File: src/rtl/run_sequencer.sv
// Run sequencer for the 9-bit core: start handshake, core reset pulse,
// PC entry load, run gating with cycle count, halt/timeout and done report.
// Ports:
//   clk, reset (async, active-high)
//   start, prog_sel[1:0], halt                      : inputs
//   core_reset, pc_load, pc_load_addr[PC_W-1:0]     : core control outputs
//   run_en, done, timeout                           : run status outputs
//   cycle_count[CNT_W-1:0], prog_id[1:0]            : run status outputs
module run_sequencer #(
    parameter int              PC_W         = 10,
    parameter int              CNT_W        = 16,
    parameter int              RESET_CYCLES = 2,
    parameter logic [PC_W-1:0] START_ADDR0  = 10'h000,
    parameter logic [PC_W-1:0] START_ADDR1  = 10'h080,
    parameter logic [PC_W-1:0] START_ADDR2  = 10'h100,
    parameter logic [PC_W-1:0] START_ADDR3  = 10'h180,
    parameter int              MAX_CYCLES   = 50000
) (
    input  logic             clk,
    input  logic             reset,
    input  logic             start,
    input  logic [1:0]       prog_sel,
    input  logic             halt,
    output logic             core_reset,
    output logic             pc_load,
    output logic [PC_W-1:0]  pc_load_addr,
    output logic             run_en,
    output logic             done,
    output logic             timeout,
    output logic [CNT_W-1:0] cycle_count,
    output logic [1:0]       prog_id
);

    localparam logic [2:0] S_IDLE = 3'd0;
    localparam logic [2:0] S_CLR  = 3'd1;
    localparam logic [2:0] S_LOAD = 3'd2;
    localparam logic [2:0] S_RUN  = 3'd3;
    localparam logic [2:0] S_FIN  = 3'd4;

    localparam logic [3:0]       RST_LOAD = 4'(RESET_CYCLES - 1);
    localparam logic [CNT_W-1:0] CNT_LAST = CNT_W'(MAX_CYCLES - 1);
    localparam logic [CNT_W-1:0] CNT_ONE  = CNT_W'(1);

    logic [2:0]       state_q, state_d;
    logic             start_q;
    logic             start_edge;
    logic             accept;
    logic [3:0]       rst_cnt_q, rst_cnt_d;
    logic             core_reset_q, core_reset_d;
    logic             pc_load_q, pc_load_d;
    logic [PC_W-1:0]  pc_load_addr_q, pc_load_addr_d;
    logic             run_en_q, run_en_d;
    logic             done_q, done_d;
    logic             timeout_q, timeout_d;
    logic [CNT_W-1:0] cycle_count_q, cycle_count_d;
    logic [1:0]       prog_id_q, prog_id_d;
    logic [PC_W-1:0]  entry_addr;

    assign start_edge = start & ~start_q;
    // A start edge is only honoured when no run is in flight.
    assign accept = start_edge &&
                    (state_q == S_IDLE || state_q == S_FIN);

    always_ff @(posedge clk or posedge reset) begin
        if (reset) begin
            state_q        <= S_IDLE;
            start_q        <= 1'b0;
            rst_cnt_q      <= 4'd0;
            core_reset_q   <= 1'b0;
            pc_load_q      <= 1'b0;
            pc_load_addr_q <= START_ADDR0;
            run_en_q       <= 1'b0;
            done_q         <= 1'b0;
            timeout_q      <= 1'b0;
            cycle_count_q  <= '0;
            prog_id_q      <= 2'd0;
        end else begin
            state_q        <= state_d;
            start_q        <= start;
            rst_cnt_q      <= rst_cnt_d;
            core_reset_q   <= core_reset_d;
            pc_load_q      <= pc_load_d;
            pc_load_addr_q <= pc_load_addr_d;
            run_en_q       <= run_en_d;
            done_q         <= done_d;
            timeout_q      <= timeout_d;
            cycle_count_q  <= cycle_count_d;
            prog_id_q      <= prog_id_d;
        end
    end

    always_comb begin
        state_d   = state_q;
        rst_cnt_d = rst_cnt_q;
        case (state_q)
            S_IDLE, S_FIN: begin
                if (start_edge) begin
                    state_d   = S_CLR;
                    rst_cnt_d = RST_LOAD;
                end
            end
            S_CLR: begin
                if (rst_cnt_q == 4'd0) begin
                    state_d = S_LOAD;
                end else begin
                    rst_cnt_d = rst_cnt_q - 4'd1;
                end
            end
            S_LOAD:  state_d = S_RUN;
            S_RUN: begin
                if (halt || cycle_count_q == CNT_LAST) begin
                    state_d = S_FIN;
                end
            end
            default: state_d = S_IDLE;
        endcase
    end

    always_comb begin
        case (prog_id_q)
            2'd0:    entry_addr = START_ADDR0;
            2'd1:    entry_addr = START_ADDR1;
            2'd2:    entry_addr = START_ADDR2;
            default: entry_addr = START_ADDR3;
        endcase
    end

    // Outputs are registered from the next state so they line up
    // with the state they describe.
    always_comb begin
        core_reset_d   = (state_d == S_CLR);
        pc_load_d      = (state_d == S_LOAD);
        run_en_d       = (state_d == S_RUN);
        done_d         = (state_d == S_FIN);
        pc_load_addr_d = pc_load_addr_q;
        prog_id_d      = prog_id_q;
        cycle_count_d  = cycle_count_q;
        timeout_d      = timeout_q;
        if (accept) begin
            prog_id_d     = prog_sel;
            cycle_count_d = '0;
            timeout_d     = 1'b0;
        end else if (state_q == S_RUN) begin
            cycle_count_d = cycle_count_q + CNT_ONE;
            if (state_d == S_FIN) begin
                timeout_d = ~halt;
            end
        end
        if (state_q == S_CLR && state_d == S_LOAD) begin
            pc_load_addr_d = entry_addr;
        end
    end

    assign core_reset   = core_reset_q;
    assign pc_load      = pc_load_q;
    assign pc_load_addr = pc_load_addr_q;
    assign run_en       = run_en_q;
    assign done         = done_q;
    assign timeout      = timeout_q;
    assign cycle_count  = cycle_count_q;
    assign prog_id      = prog_id_q;

endmodule

File: config.mk
export PLATFORM = sky130hd
export DESIGN_NAME = run_sequencer
export DESIGN_NICKNAME = d
export VERILOG_FILES = /design/src/rtl/run_sequencer.sv
export SDC_FILE = /design/constraint.sdc
export NUM_CORES = 1
export LEC_CHECK = 0
export ABC_CLOCK_PERIOD_IN_PS = 4000
export CORE_MARGIN = 3
export CORE_UTILIZATION = 53
export DETAILED_ROUTE_END_ITERATION = 7
export PLACE_DENSITY = 0.92
export RECOVER_POWER = 50
export SLEW_MARGIN = 20
export SYNTH_ARGS = -nofsm -noshare
export SYNTH_HDL_FRONTEND = slang
export SYNTH_SLANG_ARGS = --single-unit
export TNS_END_PERCENT = 30
File: constraint.sdc
create_clock -name clk -period 4 [get_ports clk]
set_input_delay 0.8 -clock clk [delete_from_list [all_inputs] [get_ports clk]]
set_output_delay 0.8 -clock clk [all_outputs]
set_load 0.03 [all_outputs]
== Yosys cells after proc, flatten, opt, wreduce, memory -nomap -nowiden ==
Cells that the tools add are included.

* Register bits: 41
* Input port bits: 6
* Output and inout port bits: 33
* Logic and storage cells: 55

* Add/subtract/negate cells: 2
* Eq/ne operators: 13
* Muxes and demuxes: 13
* Bitwise gates (word level): 3
* Reduce and logical (&&, ||, !) cells: 13

{| class="wikitable"
|+ Operator list
! operator !! count
|-
| 16-bit 2-to-1 mux || 2
|-
| 9-bit case mux with 3 select lines || 1
|-
| 16-bit by 1-bit adder with 16-bit output, second input constant || 1
|-
| 16-bit == test, second input constant || 1
|-
| 3-bit by 2-bit == test with 1-bit output, second input constant || 4
|-
| 3-bit case mux with 4 select lines || 1
|-
| 3-bit 2-to-1 mux || 3
|-
| 4-bit 2-to-1 mux || 2
|-
| 4-bit case mux with 2 select lines || 1
|-
| 3-bit by 1-bit == test with 1-bit output, second input constant || 2
|-
| 3-bit == test, second input constant || 2
|-
| 2-bit nonzero test || 3
|-
| 4-bit zero test || 1
|-
| 2-bit != test, second input constant || 2
|-
| 4-bit by 1-bit subtractor with 4-bit output, second input constant || 1
|-
| 3-bit zero test || 1
|-
| 1-bit 2-to-1 mux || 3
|-
| 3-bit AND reduction || 1
|-
| 2-bit by 1-bit == test with 1-bit output, second input constant || 1
|-
| 2-bit == test, second input constant || 1
|-
| 1-bit logical AND || 2
|-
| 2-bit zero test || 1
|-
| 1-bit logical OR || 2
|-
| 1-bit inverter || 2
|-
| other kinds (3) || 3
|}

== Logic depth before layout (Yosys ltp) ==
Gate-level depths: netlist of the first run.

* Depth after elaboration: 8
* Mapped depth: 6
* Mapped depth without buffers: 6

== Worst setup path before layout of the first run ==
No wires, ideal clock.

* Kind: input port to flip-flop
* Start point: input port start
* End point: register cycle_count_q[0], in the netlist cycle_count[0]
* Data arrival time: 1.724 ns
* Required time: 3.860 ns
* Path slack: 2.136 ns
* Stages: 4
* Cell sequence: or4b_2 -> buf_2 -> nand3_1 -> o21ai_0

* Cells in the longest elaborated chain, start to end: 3

{| class="wikitable"
|+ RTL lines
! what !! line !! RTL
|-
| from (decl) || 21 || <nowiki>input logic start,</nowiki>
|-
| 1-bit AND (*) || 59 || <nowiki>assign start_edge = start & ~start_q;</nowiki>
|-
| 1-bit logical AND (*) || 61 || <nowiki>assign accept = start_edge &&</nowiki>
|-
| 16-bit 2-to-1 mux / 2-bit nonzero test (equally long branches) || n/a ||
|-
| to (signal assigned) || 87 || <nowiki>cycle_count_q <= cycle_count_d;</nowiki>
|-
| to (decl) || 55 || <nowiki>logic [CNT_W-1:0] cycle_count_q, cycle_count_d;</nowiki>
|}

Every way passes the cells marked *; elsewhere a longest branch is shown, timed or not.
A chain may end at the register's enable or synchronous reset.

== Worst setup path in the final report of the first run ==
* Start point: input port start
* End point: register cycle_count_q[15], in the netlist cycle_count[15]

The elaborated chain is that of the path after synthesis.

==> results.toml, run 1 <==
[yosys]
synthArstFlopShare_pct = 100.0
ys_warn_count = 0
synth_common_cells = "dfrtp_1, nand2_1, nor2_1, buf_4, nand3_1"
synth_seq_area_share_pct = 49.96
synth.avg_cell_area_um2 = 10.08
synth.largest_area_cell = "dfrtp_1"
synth-main-ff-cell = "dfrtp_1"
synth_cell_type_count = 41
synth_area_um2 = 1653
synth-edff-count = 0
yosysMostFrequentCell = "dfrtp_1"
synth-seq-cells = 33
netlist_instances = 164
synthTopCellsByArea = "dfrtp_1, buf_4, nand2_1"
synth_top_area_share_pct = 49.96

[power_and_ir_drop]
finalPower_uw = 1178
irDropWorstVdd_mv = 0.4185
pwr_density_cell_nw_per_um2 = 588.4
cellLeakagePower_uw = 0.0009179

[routing]
vias = 1372
vias_per_cell = 6.018
wl_mm = 3.867
wl_per_cell_um = 16.96
ant_nets = 0
dr.pass1.iters = 4
drt_iter0_drc = 123
drcViolationCount = 0

[sta]
hold_ws_ns = 0.5231
slew_headroom_pct = 2.421
finalMaxSlewViolations = 0
finalSetupViolations = 0
fmaxAchievable_ghz = 0.3785
setup_ws_ns = 1.358
post-route-period-util_pct = 66.06
hold_viol = 0
rsz0062_at_grt = "no"
finalClockSkew_ns = 0.01546
period_minus_slack_ns = 2.642
tns_ns = 0
worstMarginPinSlew_ns = 1.464

[cts]
htreeDepth = 2
ctsResizeCount = 0
cts-root-buf = "clkbuf_4"
postCtsHoldBufs = 0
clock_path_buffers = 2
post-cts-setup-buffer-count = 0
clk_pin_slew_ns = 0.10
cts_tree = "yes"
cts_sinks = 33
insertion_delay_ns = 0.35
cts_buffers = 5

[cells_and_area]
drive_gt1_share_pct = 8.122
fin_nets = 206
stdcell_count = 228
antennaDiodeCount = 0
fill_cells = 202
syn_to_final_growth_pct = 21.12

[floorplanning]
die_y_um = 61.85
rows = 19
die-area_um2 = 3825
num_io_pins = 39
coreArea_um2 = 2853
chipWidth_um = 61.85
initial_core_util_pct = 57.94

[worst_setup_path]
critPathKind = "in -> reg"
worstSetupEndpointType = "flop"
cp_max_fo = 12
cp.required_ns = 4.25
r2r_slack_ns = 1.89
crit_arrival_ns = 2.89
max_stage_delay_ns = 0.57
cp_slowest_cell = "nor3_1"
cp-start-kind = "primary input"
path_cells = "dlygate4sd3_1 > nand2b_1 > nor3_1 > clkbuf_1 > nor2_1 > a31o_2"

[global_routing]
grt_usage_pct = 23.05
gr-total-overflow = 0
grt_max_degree = 28
grt_pass1_vias = 1347
antenna_found_initial = 0
grt_pass1_wl_mm = 6.161

[job]
cap_violations = 0

[outcome]
status = "completed"

[hold_path]
hp-class = "reg -> reg"

[place]
port_buffers = 30
place_congestion = 0.8369
dp_slack_ns = 1.412
dpl.cell_count = 221
dp_hpwl_mm = 2.766
-- cells by family (layout without fill, tap and decap cells) --
logic type / after synthesis / in the layout / share of synthesized area [%]
other cells: 1 / 8 / 0.2269
xor+xnor: 9 / 9 / 4.769
simple gates: 75 / 75 / 25.81
flops: 33 / 33 / 49.96
mux: 5 / 5 / 3.634
buf+inv: 19 / 45 / 6.661
compound gates: 19 / 19 / 6.661
fa+ha+maj: 3 / 3 / 2.271
-- final cells by class --
type / instances / area [µm²] / area share, %
clock buffer: 5 / 37.54 / 1.875
clock inverter: 2 / 35.03 / 1.750
inverter: 6 / 22.52 / 1.125
multi-input combinational: 119 / 734.5 / 36.69
sequential: 33 / 825.8 / 41.25
tap: 31 / 38.79 / 1.938
timing repair buffer: 32 / 307.8 / 15.37
-- worst paths after layout --
path / from / to / depth (start not counted)
min reg2reg: pc_load_addr[8] / pc_load_addr[8] / 1
min in group asynchronous: reset / pc_load_addr[8] / 2
min: pc_load_addr[8] / pc_load_addr[8] / 1
max: start / cycle_count[15] / 6
max reg2reg: start_q / cycle_count[15] / 5
max in group asynchronous: reset / cycle_count[0] / 3
-- through the flow --
| step | area, µm² | utilization, % |
|---|---|---|
| floorplan | 1679 | - |
| global placement | 1946 | 68.20 |
| detailed placement | 1946 | 68.20 |
| CTS | 2018 | 70.75 |
| global route | 2002 | 70.18 |
| finish | 2002 | 70.18 |
-- critical path: cells and delay by family --
kind                   cells  cell delay [ns]
buffers and inverters      2             1.09
AOI/OAI and AO/OA          1             0.26
and+or+nand+nor            3             0.73
-- power by group --
| part | leakage, µW | total [µW] | switching [µW] | internal (µW) |
|---|---|---|---|---|
| sequential | 0.000439 | 485 | 73.0 | 412 |
| combinational | 0.000438 | 448 | 269 | 179 |
| clock | 0.0000410 | 245 | 118 | 127 |
| total | 0.000918 | 1180 | 460 | 718 |
-- routing by layer --
metal / track usage (%) / routed length [µm] / up-vias / part of all wire (%)
li1: - / - / 618 / -
met1: 24.77 / 1520 / 679 / 39
met2: 38.42 / 1956 / 61 / 51
met3: 8.884 / 247 / 14 / 6.4
met4: 13.64 / 141 / 0 / 3.6
met5: 0 / 0 / - / 0
-- cells in the final DEF (no fill, tap or decap), drive strengths merged, types with 3 or more instances in the layout --
cell type      synthesis  layout
dfrtp                 33      33
clkdlybuf4s50          0      28
nand2                 21      21
nor2                  13      13
nand3                  9       9
conb                   1       8
o21ai                  7       7
a21oi                  7       7
nand4                  7       7
clkbuf                 2       7
inv                    6       6
xor2                   5       5
nor3                   4       4
xnor2                  4       4
or4                    3       3
mux2i                  3       3
ha                     3       3
and4                   3       3
-- registers in the layout, indices dropped and copies added (netlist names) --
signal and flops:
pc_load 1, run_en 1, timeout 1, done 1, rst_cnt_q 4, core_reset 1
prog_id 2, state_q 3, cycle_count 16, pc_load_addr 2, start_q 1
Note: power is estimated with default switching activity, not from simulation.
==> run 2, diff against run 1 <==
- ABC_CLOCK_PERIOD_IN_PS: 4000 -> 2200
- CORE_UTILIZATION: 53 -> 44
- PLACE_DENSITY: 0.92 -> 0.83
- clock period: 4 -> 2.2 ns (I/O delays scaled with it)
==> run 2 against run 1 <==
Against the previous run: cell area grew 2.7%; flip-flop and latch count is the same; power up 80%; utilization decreased by 11 points.
==> results.toml, run 2 (synthesis results as in run 1) <==
[cells_and_area]
fin_nets = 209
mostFrequentLayoutCells = "dfrtp_1, clkdlybuf4s50_1, nand2_1, nor2_1, nand3_1"
post-route-util_pct = 59.27
drive_gt1_share_pct = 9.950
largest_reg_flops = 16
layout_commonest_cell = "dfrtp_1"
antennaDiodeCount = 0
syn_to_final_growth_pct = 24.38

[sta]
hold_viol = 0
tns_ns = 0
worstMarginPinSlew_ns = 0.7911
fmaxAchievable_ghz = 0.5084
finalClockSkew_ns = 0.002143
slew_headroom_pct = 47.26
finalMaxSlewViolations = 0
post-route-period-util_pct = 89.41
period_minus_slack_ns = 1.967
setup_ws_ns = 0.2330
finalSetupViolations = 0
rsz0062_at_grt = "no"

[power_and_ir_drop]
p_seq_share_pct = 41.2
p_comb_share_pct = 38.2
power_frac_clock_pct = 20.6
switching_share_pct = 38.31
pwr_density_cell_nw_per_um2 = 1031
irDropWorstVdd_mv = 0.4151
internal-power_uw = 1307
power_switching_uw = 811.7
cellLeakagePower_uw = 0.0009392

[global_routing]
grt_use_met3_pct = 6.323
grt_pass1_vias = 1239
grt_pass1_wl_mm = 5.892
grt-busiest-layer = "met2"
antenna_found_initial = 0
grt_usage_pct = 17.51
gr-usage-met1_pct = 22.91
gr-total-overflow = 0
use_met2_pct = 27.12
grt_max_degree = 34

[cts]
clock_path_buffers = 2
cts-root-buf = "clkbuf_8"
post-cts-setup-buffer-count = 0
ctsResizeCount = 0
htreeDepth = 2
cts_sinks = 33
cts_buffers = 5
postCtsHoldBufs = 0
cts_tree = "yes"
clk_pin_slew_ns = 0.07
insertion_delay_ns = 0.28

[worst_setup_path]
r2r_end = "pc_load_addr[7]"
worstSetupEndpointType = "flop"
crit_arrival_ns = 2.14
cp.required_ns = 2.37
reg2reg_depth = 5
cp-start-kind = "flop"
rr_startpoint = "rst_cnt_q[0]"
cp_max_fo = 4
r2r_slack_ns = 0.23
critPathKind = "reg -> reg"

[hold_path]
hp-class = "reg -> reg"
worstHoldEndpoint = "timeout"
worstHoldPathCells = 1
min_from = "timeout"

[place]
port_buffers = 30
dp_hpwl_mm = 2.415
dp_slack_ns = 0.1619
place_congestion = 0.7837

[routing]
vias = 1282
dr.pass1.iters = 5
wl_per_cell_um = 13.57
drcViolationCount = 0
vias_per_cell = 5.190
drt_iter0_drc = 107
wl_mm = 3.351
ant_nets = 0

[floorplanning]
rows = 21
die-area_um2 = 4528
chipWidth_um = 67.29
num_io_pins = 39
die_y_um = 67.29
coreArea_um2 = 3468
initial_core_util_pct = 47.66

[job]
cap_violations = 0

[outcome]
status = "completed"
run 2: worst max-delay path, cell delays in order (launching register included):
cell     delay, ns
dfrtp_1       0.38
inv_1         0.11
ha_1          0.16
or3b_1        0.40
or4_4         0.48
mux2_4        0.32
run 2: through the flow:
step	cell area (µm²)	cells	total power, µW	hold slack [ns]
after floorplan	1679	171	1449	0.4714
after global placement	1987	239	1695	0.4779
after detailed placement	1987	239	1716	0.4816
after CTS	2069	247	2151	0.4962
after global routing	2056	247	2290	0.5117
final	2056	247	2119	0.4955
run 2: final cells by class:
class                      count  area [µm²]
clock buffer                   6       72.57
clock inverter                 2       10.01
fill                         310        1413
inverter                       6       22.52
multi-input combinational    119       735.7
sequential                    33       825.8
tap                           46       57.56
timing repair buffer          35       331.6
run 2: metal layers:
| layer | up-vias | routed length (µm) |
|---|---|---|
| li1 | 627 | - |
| met4 | 0 | 41 |
| met2 | 36 | 1597 |
| met3 | 5 | 200 |
| met1 | 614 | 1512 |
| met5 | - | 0 |
run 2: worst max-delay path by stage:
stage	slack, ns	start	end	depth (start not counted)
after detailed placement	0.16	start	cycle_count[0]	5
after floorplan	0.35	rst_cnt_q[0]	pc_load_addr[7]	5
after CTS	0.25	rst_cnt_q[0]	pc_load_addr[7]	5
final	0.23	rst_cnt_q[0]	pc_load_addr[7]	5
after global routing	0.14	cycle_count[0]	state_q[1]	5
after global placement	0.20	start	rst_cnt_q[1]	5
run 2: power by group through the flow:
| stage | combinational, µW | sequential, µW | clock, µW |
|---|---|---|---|
| final | 810 | 873 | 436 |
| after global routing | 913 | 897 | 480 |
| after CTS | 833 | 877 | 441 |
| after detailed placement | 829 | 887 | 0 |
| after global placement | 808 | 886 | 0 |
| after floorplan | 435 | 1010 | 0 |
==> run 3, diff against run 2 <==
- ABC_CLOCK_PERIOD_IN_PS: 2200 -> 1950
- CORE_UTILIZATION: 44 -> 49
- PLACE_DENSITY: 0.83 -> 0.87
- clock period: 2.2 -> 1.95 ns (I/O delays scaled with it)
==> run 3 against run 2 <==
Against the previous run: die area down 9.3%; via count is 5.2% higher; wire length up 9.9%; global-route usage is 2.0 points higher; combinational power is 18% higher; setup slack worse by 0.19 ns; fmax up 3.0%; critical path type unchanged; largest power group unchanged.
==> results.toml, run 3 (synthesis results as in run 1) <==
[place]
dp_hpwl_mm = 2.679
port_buffers = 30
place_congestion = 0.8485
dp_slack_ns = -0.04014

[hold_path]
worstHoldPathCells = 2
worstHoldEndpoint = "prog_id[1]"
min_from = "prog_id[1]"
hp-class = "reg -> reg"

[global_routing]
grt_usage_pct = 19.47
grt_pass1_wl_mm = 6.044
antenna_found_initial = 0
grt_pass1_vias = 1331
grt_max_degree = 34
gr-total-overflow = 0

[cts]
clock_path_buffers = 2
cts-root-buf = "clkbuf_4"
htreeDepth = 2
cts_sinks = 33
cts_buffers = 5
clk_pin_slew_ns = 0.10
postCtsHoldBufs = 0
insertion_delay_ns = 0.34
cts_tree = "yes"

[floorplanning]
chipWidth_um = 64.08
die-area_um2 = 4106
num_io_pins = 39
coreArea_um2 = 3128
die_y_um = 64.08
rows = 20
initial_core_util_pct = 52.84

[routing]
ant_nets = 0
drcViolationCount = 0
vias = 1349
wl_mm = 3.682
dr.pass1.iters = 4
wl_per_cell_um = 14.85
vias_per_cell = 5.440
drt_iter0_drc = 76

[sta]
finalSetupViolations = 0
finalMaxSlewViolations = 0
fmaxAchievable_ghz = 0.5239
finalClockSkew_ns = 0.008919
worstMarginPinSlew_ns = 0.8104
hold_viol = 0
rsz0062_at_grt = "yes"
hold_ws_ns = 0.5091
period_minus_slack_ns = 1.909
slew_headroom_pct = 45.97
post-route-period-util_pct = 97.89
setup_ws_ns = 0.04109

[outcome]
status = "completed"

[worst_setup_path]
cp_max_fo = 4
reg2reg_depth = 5
critPathKind = "reg -> reg"
cp_top_family = "simple AND/OR/NAND/NOR gates"
r2r_end = "pc_load_addr[8]"
cp-start-kind = "flop"
path_cells = "inv_1 > ha_1 > or3b_4 > or4_4 > mux2_4"
rr_startpoint = "rst_cnt_q[0]"
path_buf_inv = 1
max_stage_delay_ns = 0.47
r2r_slack_ns = 0.04
cp_slowest_cell = "or4_4"
crit_cells = 5
cp.required_ns = 2.18
worstSetupEndpointType = "flop"
crit_arrival_ns = 2.14

[power_and_ir_drop]
cellLeakagePower_uw = 0.001107
irDropWorstVdd_mv = 0.5467
finalPower_uw = 2384
pwr_density_cell_nw_per_um2 = 1148

[job]
cap_violations = 0

[cells_and_area]
antennaDiodeCount = 0
drive_gt1_share_pct = 12.25
layout_commonest_cell = "dfrtp_1"
syn_to_final_growth_pct = 25.66
mostFrequentLayoutCells = "dfrtp_1, nand2_1, clkdlybuf4s50_1, nor2_1, nand3_1"
largest_reg_flops = 16
fin_nets = 212
[run 3: cell count changes in the layout (fill, tap and decap cells not counted), sizes merged]
cell,before,now
clkbuf,8,12
clkinv,2,1
dlymetal6s2s,0,8
dlygate4sd2,0,2
clkdlybuf4s50,28,18
[run 3: report_power, final]
part / total, µW / switching, µW / internal, µW
Sequential: 990 / 144 / 846
Combinational: 955 / 550 / 405
Clock: 439 / 230 / 209
Total: 2380 / 924 / 1460
[run 3: area by class of cell]
| class | count | area (µm²) |
|---|---|---|
| multi-input combinational | 119 | 738.2 |
| sequential | 33 | 825.8 |
| fill | 248 | 1051 |
| timing repair buffer | 38 | 365.4 |
| clock buffer | 7 | 65.06 |
| tap | 44 | 55.05 |
| clock inverter | 1 | 5.005 |
| inverter | 6 | 22.52 |
[run 3: what timing repair did]
action,in CTS,in global routing
setup buffers,0,0
setup endpoints to repair,2,12
resized for setup,2,10
endpoints found under the hold margin,0,0
gates cloned,0,0
[run 3: worst max-delay path by stage]
stage,startpoint,to,slack (ns)
after floorplan,rst_cnt_q[0],pc_load_addr[7],0.10
after global placement,start,cycle_count[15],0.01
after global routing,rst_cnt_q[1],pc_load_addr[8],-0.01
final,rst_cnt_q[0],pc_load_addr[8],0.04
after detailed placement,start,rst_cnt_q[1],-0.04
after CTS,cycle_count[4],cycle_count[4],0.002
[run 3: stage by stage]
stage	util, %	cells	setup TNS (ns)	cell area, µm²
2_1_floorplan	-	171	0	1679
3_3_place_gp	64.16	240	0	2007
3_5_place_dp	64.16	240	-0.1288	2007
4_1_cts	66.32	248	0	2074
5_1_grt	66.40	248	-0.01871	2077
6_report	66.40	248	0	2077
[run 3: worst min-delay path: cells and delay by family (launching register included)]
| family | cells | cell delay (ns) |
|---|---|---|
| flops | 1 | 0.37 |
| simple gates | 2 | 0.10 |
[run 3: layer usage]
layer / vias to the layer above / track usage [%] / wire length, µm
met4: 0 / 12.13 / 118
met1: 664 / 21.99 / 1535
met3: 10 / 6.151 / 199
li1: 632 / - / -
met5: - / 0 / 0
met2: 43 / 31.74 / 1828
==> RTL change, RTL diff (config.mk and constraints of run 3) <==
Set the parameter `CNT_W` to 24 (it was 16).
--- a/src/rtl/run_sequencer.sv
+++ b/src/rtl/run_sequencer.sv
@@ -9,5 +9,5 @@
 module run_sequencer #(
     parameter int              PC_W         = 10,
-    parameter int              CNT_W        = 16,
+    parameter int              CNT_W        = 24,
     parameter int              RESET_CYCLES = 2,
     parameter logic [PC_W-1:0] START_ADDR0  = 10'h000,
Ports: changed (resized cycle_count); port bits go from 39 to 47. The function was not compared with the original's and may differ.
==> RTL change against run 3 <==
- the flow now finishes with violations (setup timing)
- setup slack got worse by 0.047 ns
- wire length rose by 35%
- sequential cell count rose by 8
- sequential share of layout area fell by 1.8 points
- total power rose by 21%
- utilization rose by 4.6 points
- final area rose by 31%
- critical path type unchanged
- first-iteration DRC count rose by 140%
- fmax fell by 2.4%
- clock skew fell by 0.0025 ns
- synthesized area rose by 23%
- via count rose by 32%
==> RTL change: results (changes against run 3) <==
| Metric | Value |
|---|---|
| Cells after Synth | `209 (was 164)` |
| Total number of vias | `1782 (was 1349)` |
| Total track usage | `0.2090 (was 0.1947)` |
| WL per Instance | `15.73 µm (was 14.85 µm)` |
| Final Setup Violations | `1 (was 0)` |
| CP Max Fanout | `5 (was 4)` |
| Share of layout cells above drive strength 1 | `0.1610 (was 0.1225)` |
| DRT iter0 DRCs | `184 (was 76)` |
| Synth Area in XOR/XNOR | `0.03433 (was 0.04769)` |
| Worst Hold Launch | `pc_load_addr[7] (was prog_id[1])` |
| Sw Ratio | `0.3360 (was 0.3876)` |
| Worst Tran Pin Value | `1.004 ns (was 0.8104 ns)` |
| Setup ws final | `-0.006146 ns (was 0.04109 ns)` |
| Clk slew on worst S/H paths | `0.08 ns (was 0.10 ns)` |
| Setup TNS | `-0.006146 ns (was 0 ns)` |
| CP arrival | `2.17 ns (was 2.14 ns)` |
| Global-route wire length before repair | `8362 µm (was 6044 µm)` |
| Largest register FFs | `24 (was 16)` |
| Hold Path Sink | `pc_load_addr[7] (was prog_id[1])` |
| Outcome | `finished, violations left (was finished, final reports clean)` |
| Post-synthesis sequential area ratio | `0.5028 (was 0.4996)` |
| Largest net degree at the start of global routing | `42 (was 34)` |
| Failing checks | `setup timing` |
| Detailed Place HPWL | `3516 µm (was 2679 µm)` |
| Fin nets | `275 (was 212)` |
| Leak Pwr | `1.195 nW (was 1.107 nW)` |
| Area after DPL | `2594 µm² (was 2007 µm²)` |
| Netlist cell types | `38 (was 41)` |
| Worst vdd ir | `0.8618 mV (was 0.5467 mV)` |
| Largest cells by area after synthesis | `dfrtp_1, nand2_1, or3_1 (was dfrtp_1, buf_4, nand2_1)` |
| Crit Reg-Reg Startpoint | `cycle_count[1] (was rst_cnt_q[0])` |
| Clock Skews | `0.006407 ns (was 0.008919 ns)` |
| Port bufs | `38 (was 30)` |
| # fillers | `300 (was 248)` |
| Most frequent cells after synthesis | `dfrtp_1, nand2_1, a21oi_1 (was dfrtp_1, nand2_1, nor2_1)` |
| CP startpoint | `cycle_count[1] (was rst_cnt_q[0])` |
[RTL change: metal layers]
layer,global-route usage,part of all wire,up-vias
met5,0,0,-
met4,0.07098,0.016,0
met3,0.04403,0.065,8
met2,0.3233,0.47,75
met1,0.2948,0.45,860
li1,-,-,839
[RTL change: area by class of cell]
| cell class | count | area, µm² | area share |
|---|---|---|---|
| inverter | 10 | 37.54 | 0.01382 |
| timing repair buffer | 58 | 528.0 | 0.1945 |
| tap | 48 | 60.06 | 0.02212 |
| clock inverter | 3 | 65.06 | 0.02396 |
| clock buffer | 5 | 68.82 | 0.02535 |
| multi-input combinational | 150 | 924.6 | 0.3406 |
| sequential | 41 | 1031 | 0.3797 |
[RTL change: power by group through the flow]
stage                     Clock, mW  Combinational (mW)  Sequential, mW
after floorplan                   0               0.398            1.31
after global placement            0               0.931            1.11
after detailed placement          0               0.968            1.13
after CTS                     0.813               0.974            1.11
after global routing          0.840                1.05            1.13
final                         0.805               0.968            1.11
